==> src/rtl/ld_mem_port.sv <==
// rtl/ld_mem_port.sv - load-unit memory port: credit-limited reads, latency pipe, skid FIFO
//
// Purpose: accepts load requests, issues reads to a fixed-latency memory and
// returns the words, tagged with their mode bits, as tokens in request order
// through a small FIFO. The credit rule reserves a FIFO slot for every read
// in flight, so a word that comes back always has a free slot.
//
// Ports:
//   clock, reset       - clock; synchronous active-high reset
//   i_req/i_mode/i_addr - load request (mode bit0 = attribute, bit1 = last word)
//   o_stall            - request not accepted this cycle
//   o_mem_re/o_mem_addr/i_mem_rdata - memory read port (RD_LATENCY cycles)
//   o_v/o_a/o_r/o_d    - token at the FIFO head
//   i_n                - downstream nack; the head token is kept
//   o_busy             - reads in flight or FIFO not empty
//   o_end              - one-cycle pulse after a token with r=1 is consumed
module ld_mem_port #(
  parameter int WIDTH_ADDR = 8,
  parameter int WIDTH_DATA = 32,
  parameter int RD_LATENCY = 2,
  parameter int DEPTH_SKID = 4
) (
  input  logic                  clock,
  input  logic                  reset,
  input  logic                  i_req,
  input  logic [1:0]            i_mode,
  input  logic [WIDTH_ADDR-1:0] i_addr,
  output logic                  o_stall,
  output logic                  o_mem_re,
  output logic [WIDTH_ADDR-1:0] o_mem_addr,
  input  logic [WIDTH_DATA-1:0] i_mem_rdata,
  output logic                  o_v,
  output logic                  o_a,
  output logic                  o_r,
  output logic [WIDTH_DATA-1:0] o_d,
  input  logic                  i_n,
  output logic                  o_busy,
  output logic                  o_end
);

  localparam int PW = $clog2(DEPTH_SKID);
  localparam int CW = PW + 1;
  localparam logic [CW-1:0] DEPTH_C = CW'(DEPTH_SKID);

  logic [CW-1:0]         inflight;
  logic [CW-1:0]         count;
  logic [CW:0]           credit_use;
  logic [PW-1:0]         wr_ptr;
  logic [PW-1:0]         rd_ptr;
  logic [WIDTH_DATA-1:0] fifo_data [DEPTH_SKID];
  logic [1:0]            fifo_mode [DEPTH_SKID];
  logic [RD_LATENCY-1:0] sr_v;
  logic [1:0]            sr_mode [RD_LATENCY];
  logic                  accept;
  logic                  capture;
  logic                  pop;
  logic                  empty;

  // Credit covers both reads in flight and words already queued.
  assign credit_use = {1'b0, inflight} + {1'b0, count};
  assign o_stall    = credit_use >= {1'b0, DEPTH_C};

  // No read may leave while reset is held, even if the state looks idle.
  assign accept     = i_req & ~o_stall & ~reset;
  assign o_mem_re   = accept;
  assign o_mem_addr = i_addr;

  // The last shift stage lines up with the cycle the memory presents data.
  assign capture = sr_v[RD_LATENCY-1];

  assign empty  = (count == '0);
  assign o_v    = ~empty;
  assign o_d    = fifo_data[rd_ptr];
  assign o_a    = fifo_mode[rd_ptr][0];
  assign o_r    = fifo_mode[rd_ptr][1];
  assign pop    = o_v & ~i_n;
  assign o_busy = (inflight != '0) | ~empty;

  always_ff @(posedge clock) begin
    if (reset) begin
      sr_v     <= '0;
      inflight <= '0;
      count    <= '0;
      wr_ptr   <= '0;
      rd_ptr   <= '0;
      o_end    <= 1'b0;
    end else begin
      for (int i = RD_LATENCY - 1; i > 0; i--) begin
        sr_v[i] <= sr_v[i-1];
      end
      sr_v[0] <= accept;

      case ({accept, capture})
        2'b10:   inflight <= inflight + CW'(1);
        2'b01:   inflight <= inflight - CW'(1);
        default: inflight <= inflight;
      endcase

      case ({capture, pop})
        2'b10:   count <= count + CW'(1);
        2'b01:   count <= count - CW'(1);
        default: count <= count;
      endcase

      if (capture) begin
        wr_ptr <= wr_ptr + PW'(1);
      end
      if (pop) begin
        rd_ptr <= rd_ptr + PW'(1);
      end

      o_end <= pop & o_r;
    end
  end

  // Mode bits ride along with the valid bits; they are only looked at when
  // the matching valid bit is set, so they need no reset.
  always_ff @(posedge clock) begin
    for (int i = RD_LATENCY - 1; i > 0; i--) begin
      sr_mode[i] <= sr_mode[i-1];
    end
    sr_mode[0] <= i_mode;
  end

  always_ff @(posedge clock) begin
    if (capture & ~reset) begin
      fifo_data[wr_ptr] <= i_mem_rdata;
      fifo_mode[wr_ptr] <= sr_mode[RD_LATENCY-1];
    end
  end

endmodule

==> config.mk <==
export PLATFORM = sky130hd
export DESIGN_NAME = ld_mem_port
export DESIGN_NICKNAME = d
export VERILOG_FILES = /design/src/rtl/ld_mem_port.sv
export SDC_FILE = /design/constraint.sdc
export NUM_CORES = 1
export LEC_CHECK = 0
export ABC_CLOCK_PERIOD_IN_PS = 3500
export CAP_MARGIN = 30
export CORE_MARGIN = 5
export CORE_UTILIZATION = 55
export CTS_BUF_LIST = sky130_fd_sc_hd__clkbuf_4 sky130_fd_sc_hd__clkbuf_8 sky130_fd_sc_hd__clkbuf_16
export CTS_CLUSTER_DIAMETER = 50
export DETAILED_ROUTE_END_ITERATION = 10
export PLACE_DENSITY_LB_ADDON = 0.15
export SLEW_MARGIN = 25
export SYNTH_ARGS = -nofsm -noshare
export SYNTH_HDL_FRONTEND = slang
export SYNTH_SLANG_ARGS = --single-unit
==> constraint.sdc <==
create_clock -name clock -period 3.5 [get_ports clock]
set_input_delay 0.875 -clock clock [delete_from_list [all_inputs] [get_ports clock]]
set_output_delay 0.875 -clock clock [all_outputs]
set_load 0.02 [all_outputs]
## Yosys cells after proc, flatten, opt, wreduce, memory -nomap -nowiden

Memory sizes are Yosys's and may differ from the RTL's. A register that Yosys moved wholly into a read port is not among the register bits.
Index checks and enable logic that the tools add are counted.

- Register bits: 13
- Memory bits (writable): 140
- Logic and storage cells: 43
- Memories kept: 3

- $add $sub $neg: 7
- $lt $le $gt $ge: 1
- Equal/unequal tests: 4
- Mux-type cells: 8
- Bitwise gates (word level): 10
- Reductions and logical operators: 4

Memory list:

| name | words | width | read ports | clocked after Yosys merged registers in | wr ports | RTL line | text |
|---|---|---|---|---|---|---|---|
| fifo_data | 4 | 32 | 1 | 1 | 1 | 50 | `logic [WIDTH_DATA-1:0] fifo_data [DEPTH_SKID];` |
| fifo_mode | 4 | 2 | 1 | 1 | 1 | 51 | `logic [1:0] fifo_mode [DEPTH_SKID];` |
| sr_mode | 2 | 2 | 2 | 0 | 2 | 53 | `logic [1:0] sr_mode [RD_LATENCY];` |

Operator list:

| operator | count |
|---|---|
| case mux 3 bit (2 select lines) | 2 |
| 2-to-1 mux 2 bit | 4 |
| adder 3 x 1 -> 3 bit, second input constant | 2 |
| subtractor 3 x 1 -> 3 bit, second input constant | 2 |
| AND 1 bit | 5 |
| adder 2 x 1 -> 2 bit, second input constant | 2 |
| adder 3 x 3 -> 4 bit | 1 |
| == test 2 x 1 -> 1 bit, second input constant | 2 |
| == test 2 bit, second input constant | 2 |
| greater-or-equal comparator 4 x 3 -> 1 bit, second input constant | 1 |
| NOT 1 bit | 4 |
| nonzero test 2 bit | 2 |
| logical NOT 3 bit | 1 |
| nonzero test 3 bit | 1 |
| 2-to-1 mux 1 bit | 2 |
| bitwise OR 1 bit | 1 |

## Depth between registers and ports, before layout

Gate-level depths: netlist of run 1.

- Word-level depth: 7
- Mapped depth: 9

## Least setup slack after synthesis of run 1

No wires, ideal clock.

- Path kind: input -> register
- Start point: input port reset
- End point: memory fifo_data[0][0], enable pin
- Arrival time: 1872 ps
- Slack: 1233 ps
- Stages on the path: 2
- Path through: nor2_1 > and2_1

- Cells in the longest elaborated chain, start to end: 4

RTL lines:

| item | RTL line | text |
|---|---|---|
| start, declared | 24 | `input logic reset,` |
| NOT 1 bit | 126 | `if (capture & ~reset) begin` |
| AND 1 bit | 126 |  |
| 2-to-1 mux 1 bit | 126 |  |
| 2-to-1 mux 1 bit (implied by the code) | 127 | `fifo_data[wr_ptr] <= i_mem_rdata;` |
| end, declared | 50 |  |

No other way between the ends.

==> results.yml, run 1 <==
route:
  drc: 0
  post_drt_wl_per_cell_um: 18.88
  drt_wl_total_um: 9551
  firstDrtPassIters: 4
  drt_iter0_drc: 126
  vias: 2722
  viasPerCell: 5.379
  postRouteAntennaNets: 0
sta:
  hold_viol_final: 0
  period_share_pct: 94.35
  worst_slew_pin_slew_ps: 521.0
  tns_ps: 0
  final_max_slew_viol_count: 0
  hold_ws_ps: 328.9
  setup_viol: 0
  rsz0062_at_grt: "false"
  slew_headroom_pct: 65.27
  max_freq_mhz: 302.8
  finClkSkew_ps: 8.079
  min_period_ps: 3302
setup_path:
  crit_path_end_kind: "primary output"
  reg2reg_from: "count[1]$_SDFFE_PP0P_"
  crit_fanout: 13
  critPathLaunchType: "flip-flop"
  cp.arrival_ps: 2430
  crit_type: "flip-flop to primary output"
  cp.required_ps: 2620
synthesis:
  synth_most_common_cell: "edfxtp_1"
  yosysTopAreaCell: "edfxtp_1"
  synth_flop_cell: "edfxtp_1"
  synth_cell_types: 29
  synth_area_mm2: 0.005819
  ys_seq_elements: 155
  synth_common_cells: "136 x edfxtp_1, 34 x mux4_2, 19 x dfxtp_1"
  synth_edf_count: 136
  async_flop_share_pct: 0
  yosysWarnings: 0
  synth-seq-area-share_pct: 76.71
  avgSynthCellArea_um2: 21.39
  synth_nets: 328
  synth.area.top_cells: "edfxtp_1 70%, mux4_2 13%, dfxtp_1 6.5%"
  syn_inst: 272
  yosys.area.top_type_share_pct: 70.18
cts:
  numCtsBuffers: 17
  cts_root_buffer: "clkbuf_8"
  clk_path_buf_depth: 2
  hold_buffers: 0
  ctsHtreeMaxLevel: 4
  cts.clk_slew.worst_paths_ps: 60
  cts_tree: "yes"
  cts_post_setup_buffers_inserted: 0
  worst_skew_pair.late_latency_ps: 510
  cts_resized: 0
  cts_sinks: 155
hold_path:
  holdCritPathClass: "flip-flop to flip-flop"
  hp-start: "sr_mode[0][0]$_DFF_P_"
finish:
  area_delta_synth_final_pct: 24.94
  fillers: 667
  nNetsFinal: 414
  drive_gt1_share_pct: 21.62
  num_antenna_cells: 0
placed_design:
  place_hpwl_um: 5843
  place_congestion: 0.7144
  io_buffers: 76
global_route:
  gr-total-overflow: 0
  grt_pass1_vias: 2991
  antenna_found_initial: 0
  grt_pass1_wl_um: 15730
  grt_usage_pct: 16.66
  grt_max_degree: 35
floorplanning:
  die_h_um: 112.9
  io_pins: 93
  dieArea_mm2: 0.01274
  num_rows: 37
  die_w_um: 112.9
  core_area_mm2: 0.01032
  start_util_pct: 56.37
pwr:
  power_density_mw_per_mm2: 638.5
  leakagePower_nw: 2.355
  ir_worst_vdd_mv: 0.3840
run_status:
  status: "finished clean"
job:
  max_cap_violations: 0
==> through the flow <==
stage | utilization, % | setup slack [ps] | cells | area, um2 | total power, W
2_1_floorplan | - | 1233 | 272 | 5819 | 0.002733
3_3_place_gp | 65.29 | 441.3 | 475 | 6740 | 0.003078
3_5_place_dp | 65.29 | 422.3 | 475 | 6740 | 0.003089
4_1_cts | 70.43 | 113.9 | 506 | 7271 | 0.004709
5_1_grt | 70.43 | 31.31 | 506 | 7271 | 0.004864
6_report | 70.43 | 197.9 | 506 | 7271 | 0.004642
==> placed cells by master (no fill, tap or decap), drive strengths merged <==
master           n
nor2            11
and2             4
inv             13
mux2             1
nor3             2
clkinvlp         6
dfxtp           19
ha               8
or3              3
nor3b            1
mux2i            1
o21ai            3
buf              8
xnor2            1
clkinv           4
edfxtp         136
bufinv           1
nand2            1
nor4b            1
clkdlybuf4s50   76
xor2             4
mux4            34
fa               2
clkbuf          19
nand4b           1
nor2b            2
nand3            1
or4              1
a21oi            6
==> report_power, final <==
part	switching (W)	total [W]	internal (W)
logic	0.000415	0.000914	0.000498
registers	0.0000610	0.00212	0.00206
clock network	0.000665	0.00161	0.000946
total	0.00114	0.00464	0.00350
==> layout make-up <==
class	count	area, um2	share of cell area [%]
inverter	12	45.04	0.6195
clock inverter	12	101.3	1.394
timing repair buffer	84	870.8	11.98
clock buffer	19	429.2	5.903
multi-input combinational	88	1187	16.33
tap	136	170.2	2.340
sequential	155	4467	61.44
==> worst max-delay path, stage by stage, from the launching register on <==
cell	delay [ps]
dfxtp_2	600
buf_12	230
mux4_2	530
clkdlybuf4s50_1	550
==> per-layer routing <==
layer / global-route usage [%] / vias to the layer above / share of wire (%)
met2: 27.49 / 64 / 53
met5: 0 / - / 0
met1: 20.59 / 1395 / 41
met3: 5.722 / 14 / 5.2
met4: 6.090 / 0 / 1.1
li1: - / 1249 / -
==> cells by family (layout without fill, tap and decap cells) <==
group	Yosys count	in the layout	synth area share [%]
AO/OA/AOI/OAI	9	9	0.7740
flip-flops	155	155	76.71
XOR/XNOR	5	5	0.7525
buffers and inverters	29	127	2.967
adder cells (fa/ha/maj)	10	10	2.408
multiplexers	36	36	13.52
AND/OR/NAND/NOR	28	28	2.859
==> worst paths after layout <==
check	to	slack [ps]	cells past startpoint
worst max-delay path	o_d[4]	200	3
worst min-delay path	sr_mode[0][2]$_DFF_P_	330	0
worst max register to register	inflight[2]$_SDFFE_PP0P_	1290	9
worst min register to register	sr_mode[0][2]$_DFF_P_	330	0
==> state kept, by name, indices dropped and copies added (netlist names), named ones only <==
name / cells
wr_ptr: 2
count: 3
fifo_data: 128
inflight: 3
sr_v: 2
sr_mode: 4
fifo_mode: 8
rd_ptr: 2
o_end: 1
Power figures use the tool's default switching activity.
==> run 2: changes to the inputs <==
--- a/config.mk
+++ b/config.mk
@@ -6,13 +6,14 @@
 export NUM_CORES = 1
 export LEC_CHECK = 0
 export ABC_CLOCK_PERIOD_IN_PS = 3500
-export CAP_MARGIN = 30
+export CAP_MARGIN = 10
 export CORE_MARGIN = 5
-export CORE_UTILIZATION = 55
+export CORE_UTILIZATION = 40
 export CTS_BUF_LIST = sky130_fd_sc_hd__clkbuf_4 sky130_fd_sc_hd__clkbuf_8 sky130_fd_sc_hd__clkbuf_16
 export CTS_CLUSTER_DIAMETER = 50
 export DETAILED_ROUTE_END_ITERATION = 10
 export PLACE_DENSITY_LB_ADDON = 0.15
+export SETUP_SLACK_MARGIN = 0.5
 export SLEW_MARGIN = 25
 export SYNTH_ARGS = -nofsm -noshare
 export SYNTH_HDL_FRONTEND = slang
==> run 2 against run 1 <==
Sequential share of layout area shrank 1.5 points; first-iteration DRC count is 7.9% higher; clock power rose by 14%; global-route usage down 3.3 points.
==> results.yml, run 2 (same netlist as run 1, synthesis figures left out) <==
global_route:
  antenna_found_initial: 0
  grt_pass1_wl_um: 16410
  gr-total-overflow: 0
  grt_pass1_vias: 3003
  grt_max_degree: 35
  grt_usage_pct: 13.41
setup_path:
  crit_family: "buffers and inverters"
  crit_fanout: 10
  path_cells: "buf_12, mux4_2, clkdlybuf4s50_1"
  rr_worst_depth: 9
  reg2reg_from: "count[1]$_SDFFE_PP0P_"
  cp_slowest_cell: "clkdlybuf4s50_1"
  cp.arrival_ps: 2050
  critPathBufInv: 2
  r2r_setup_slack_ps: 1250
  r2r-end: "inflight[2]$_SDFFE_PP0P_"
  crit_path_end_kind: "primary output"
  critPathMaxStageDelay_ps: 560
  cp.required_ps: 2620
  crit_type: "flip-flop to primary output"
  critPathLaunchType: "flip-flop"
floorplanning:
  io_pins: 93
  num_rows: 44
  die_w_um: 130.6
  core_area_mm2: 0.01442
  die_h_um: 130.6
  start_util_pct: 40.35
  dieArea_mm2: 0.01706
job:
  max_cap_violations: 0
finish:
  final_cell_mix: "136 x edfxtp_1, 51 x clkdlybuf4s50_1, 34 x mux4_2, 25 x dlygate4sd2_1"
  nNetsFinal: 419
  final_util_pct: 51.74
  largest-register: "fifo_data"
  area_delta_synth_final_pct: 28.25
  num_antenna_cells: 0
  drive_gt1_share_pct: 23.14
  final_common_cell: "edfxtp_1"
  largestRegisters: "fifo_data: 128 flops, fifo_mode: 8 flops, sr_mode: 4 flops"
  regArea_mm2: 0.004472
  fillers: 1197
  multi_input_area_mm2: 0.001187
  largest_reg_flops: 128
pwr:
  power_density_mw_per_mm2: 653.4
  power.internal_w: 0.003683
  leakagePower_nw: 2.473
  power.switching_w: 0.001194
  pwr-share-seq_pct: 43.1
  p_sw_share_pct: 24.47
  clockPowerShare_pct: 37.6
  p_comb_share_pct: 19.3
  ir_worst_vdd_mv: 0.3284
placed_design:
  preCtsSetupSlack_ps: 416.3
  place_congestion: 0.6790
  io_buffers: 76
  place_hpwl_um: 6220
cts:
  clk_path_buf_depth: 2
  ctsHtreeMaxLevel: 4
  cts_root_buffer: "clkbuf_16"
  numCtsBuffers: 17
  cts_sinks: 155
  worst_skew_pair.late_latency_ps: 420
  cts_tree: "yes"
  cts.clk_slew.worst_paths_ps: 60
hold_path:
  hold_depth: 0
  holdCritPathClass: "flip-flop to flip-flop"
  whs_endpoint: "sr_mode[0][2]$_DFF_P_"
  hp-start: "sr_mode[0][0]$_DFF_P_"
sta:
  final_max_slew_viol_count: 0
  max_freq_mhz: 342.1
  setup_viol: 0
  hold_ws_ps: 331.0
  worst_slew_pin_slew_ps: 262.6
  tns_ps: 0
  finClkSkew_ps: 5.836
  fin_ws_ps: 576.6
  rsz0062_at_grt: "false"
  hold_viol_final: 0
  min_period_ps: 2923
  period_share_pct: 83.52
  slew_headroom_pct: 82.56
run_status:
  status: "finished clean"
route:
  drt_iter0_drc: 136
  firstDrtPassIters: 4
  postRouteAntennaNets: 0
  viasPerCell: 4.970
  post_drt_wl_per_cell_um: 18.69
  drc: 0
  vias: 2783
  drt_wl_total_um: 10470
==> run 2: timing repair <==
action                                  in CTS  in global routing
setup buffers                                2                  2
resized for setup                           27                  0
cloned                                       1                  0
endpoints found under the setup margin      36                  6
hold buffers                                 0                  0
pin swaps                                    1                  0
==> run 2: power groups by stage <==
| stage | Clock (W) | Sequential, W | Combinational (W) |
|---|---|---|---|
| 5_1_grt | 0.00198 | 0.00211 | 0.00102 |
| 3_3_place_gp | 0 | 0.00216 | 0.000927 |
| 3_5_place_dp | 0 | 0.00216 | 0.000931 |
| 2_1_floorplan | 0 | 0.00212 | 0.000609 |
| 4_1_cts | 0.00189 | 0.00211 | 0.000957 |
| 6_report | 0.00184 | 0.00210 | 0.000940 |
==> run 2: metrics by stage <==
| step | total power, W | std cells | area (um2) |
|---|---|---|---|
| 2_1_floorplan | 0.002733 | 272 | 5819 |
| 3_5_place_dp | 0.003092 | 523 | 6825 |
| 6_report | 0.004877 | 560 | 7463 |
| 3_3_place_gp | 0.003086 | 523 | 6825 |
| 5_1_grt | 0.005108 | 560 | 7463 |
| 4_1_cts | 0.004957 | 558 | 7448 |
==> run 2: how the worst max path moves through the flow <==
stage / start / to / slack (ps) / depth (start not counted)
CTS: flip-flop / o_a / 520 / 3
floorplan: reset / fifo_data[0][0]$_DFFE_PP_ / 1230 / 2
detailed placement: reset / o_mem_re / 420 / 4
finish: flip-flop / o_d[6] / 580 / 3
global placement: reset / o_mem_re / 440 / 4
global route: flip-flop / o_d[6] / 500 / 3
==> run 2: layout make-up <==
type	count	share of cell area (%)
clock buffer	18	5.800
timing repair buffer	89	12.42
sequential	155	59.92
multi-input combinational	88	15.91
inverter	12	0.6035
clock inverter	14	2.263
tap	184	3.085
==> run 2: layer usage <==
metal  part of all wire, %  track usage, %  vias up
li1                      -               -     1261
met1                    41           16.00     1435
met2                    51           22.01       71
met3                   5.5           4.512       16
met4                   2.0           6.352        0
met5                     0               0        -
==> run 3: changes to the inputs <==
--- a/config.mk
+++ b/config.mk
@@ -5,7 +5,7 @@
 export SDC_FILE = /design/constraint.sdc
 export NUM_CORES = 1
 export LEC_CHECK = 0
-export ABC_CLOCK_PERIOD_IN_PS = 3500
+export ABC_CLOCK_PERIOD_IN_PS = 2500
 export CAP_MARGIN = 10
 export CORE_MARGIN = 5
 export CORE_UTILIZATION = 40
==> constraint.sdc (replaced) <==
create_clock -name clock -period 2.5 [get_ports clock]
set_input_delay 0.625 -clock clock [delete_from_list [all_inputs] [get_ports clock]]
set_output_delay 0.625 -clock clock [all_outputs]
set_load 0.02 [all_outputs]
==> run 3 against run 2 <==
Sequential share of layout area down 2.2 points; sequential cell count is the same; core utilization up 2.1 points; clock-buffer cell count rose by 1; global-route usage decreased by 0.31 points; power is 44% higher; setup slack worse by 480 ps; cell area rose by 4.1%; register-to-register slack lost 860 ps; via count shrank 0.47%; critical endpoint is now o_d[1]; highest routed layer unchanged; non-clock buffer count grew 13; first-iteration DRC count decreased by 33%.
==> results.yml, run 3 (same netlist as run 1, synthesis figures left out) <==
global_route:
  antenna_found_initial: 0
  gr-total-overflow: 0
  grt_max_degree: 35
  grt_usage_pct: 13.10
  grt_pass1_vias: 2910
  grt_pass1_wl_um: 16070
cts:
  hold_buffers: 0
  numCtsBuffers: 17
  cts_sinks: 155
  cts_tree: "yes"
  cts.clk_slew.worst_paths_ps: 60
  clk_path_buf_depth: 2
  worst_skew_pair.late_latency_ps: 410
  cts_root_buffer: "clkbuf_16"
  ctsHtreeMaxLevel: 4
floorplanning:
  dieArea_mm2: 0.01706
  io_pins: 93
  num_rows: 44
  core_area_mm2: 0.01442
  start_util_pct: 40.35
  die_h_um: 130.6
  die_w_um: 130.6
sta:
  slew_headroom_pct: 83.08
  min_period_ps: 2403
  rsz0062_at_grt: "true"
  worst_slew_pin_slew_ps: 253.5
  setup_viol: 0
  final_max_slew_viol_count: 0
  fin_ws_ps: 96.94
  hold_ws_ps: 326.8
  period_share_pct: 96.12
  finClkSkew_ps: 6.106
  hold_viol_final: 0
  max_freq_mhz: 416.1
finish:
  final_util_pct: 53.86
  nNetsFinal: 432
  final_common_cell: "edfxtp_1"
  area_delta_synth_final_pct: 33.50
  largest-register: "fifo_data"
  fin_cells: 571
  final_cell_mix: "136 x edfxtp_1, 38 x buf_6, 37 x clkdlybuf4s50_1, 34 x mux4_2, 17 x clkbuf_16"
  largest_reg_flops: 128
  num_antenna_cells: 0
  drive_gt1_share_pct: 38.76
  largestRegisters: "fifo_data: 128 flops, fifo_mode: 8 flops, sr_mode: 4 flops"
pwr:
  leakagePower_nw: 2.600
  ir_worst_vdd_mv: 0.5246
  power_w: 0.007041
  power_density_mw_per_mm2: 906.3
setup_path:
  critPathLaunchType: "flip-flop"
  cp.required_ps: 1880
  crit_type: "flip-flop to primary output"
  cp.arrival_ps: 1780
  crit_fanout: 8
  crit_path_end_kind: "primary output"
placed_design:
  dp.cells: 530
  place_congestion: 0.6955
  preCtsSetupSlack_ps: -57.29
  place_hpwl_um: 5990
  io_buffers: 76
route:
  firstDrtPassIters: 4
  postRouteAntennaNets: 0
  drt_wl_total_um: 10440
  post_drt_wl_per_cell_um: 18.28
  vias: 2770
  drt_iter0_drc: 91
  drc: 0
  viasPerCell: 4.851
hold_path:
  holdCritPathClass: "flip-flop to flip-flop"
run_status:
  status: "finished clean"
job:
  max_cap_violations: 0
-- run 3: cell count changes in the layout (fill, tap and decap cells not counted), sizes merged --
cell,change
clkinvlp,-2
bufinv,-1
clkdlybuf4s50,-14
inv,-3
dlygate4sd2,-25
bufbuf,-1
clkinv,+3
dlymetal6s2s,+1
buf,+52
clkbuf,+1
-- run 3: critical path, stage by stage, from the launching register on --
cell and delay (ps):
dfxtp_4 440, buf_12 130, buf_16 130, mux4_2 520, buf_6 150
-- run 3: repair_timing --
action                     CTS  global route
cloned                       3             0
setup buffers                7             1
pin swaps                    4             6
setup endpoints to repair   40            41
resized for setup          242            17
-- run 3: worst paths after layout --
path | startpoint | end | slack [ps] | cells after the start
worst max register to register | count[1]$_SDFFE_PP0P_ | inflight[2]$_SDFFE_PP0P_ | 390 | 10
worst max-delay path | flip-flop | o_d[1] | 100 | 4
worst min-delay path | sr_mode[0][1]$_DFF_P_ | sr_mode[0][3]$_DFF_P_ | 330 | 0
worst min register to register | sr_mode[0][1]$_DFF_P_ | sr_mode[0][3]$_DFF_P_ | 330 | 0
-- run 3: power breakdown --
| group | switching [W] | leakage (nW) | internal, W |
|---|---|---|---|
| sequential | 0.0000776 | 1.39 | 0.00289 |
| combinational | 0.000717 | 0.949 | 0.000993 |
| clock | 0.000905 | 0.265 | 0.00146 |
| total | 0.00170 | 2.60 | 0.00534 |
-- run 3: layout make-up --
type                            count  area [um2]
Sequential cell                   155        4486
Fill cell                        1197        6655
Tap cell                          184       230.2
Clock buffer                       19       440.4
Multi-Input combinational cell     88        1276
Inverter                           12       45.04
Clock inverter                     11       105.1
Timing Repair Buffer              102        1186
-- run 3: per-layer routing --
layer / part of all wire (%) / up-vias / routed length, um / GRT usage (%)
met4: 1.6 / 0 / 164 / 4.719
met3: 5.4 / 18 / 568 / 5.000
li1: - / 1286 / - / -
met5: 0 / - / 0 / 0
met1: 45 / 1403 / 4650 / 17.22
met2: 48 / 63 / 5056 / 20.05
-- run 3: metrics by stage --
stage	TNS [ps]	area, um2
final	0	7769
after detailed placement	-73.49	6897
after global routing	0	7769
after floorplan	0	5831
after global placement	-30.01	6897
after CTS	0	7727
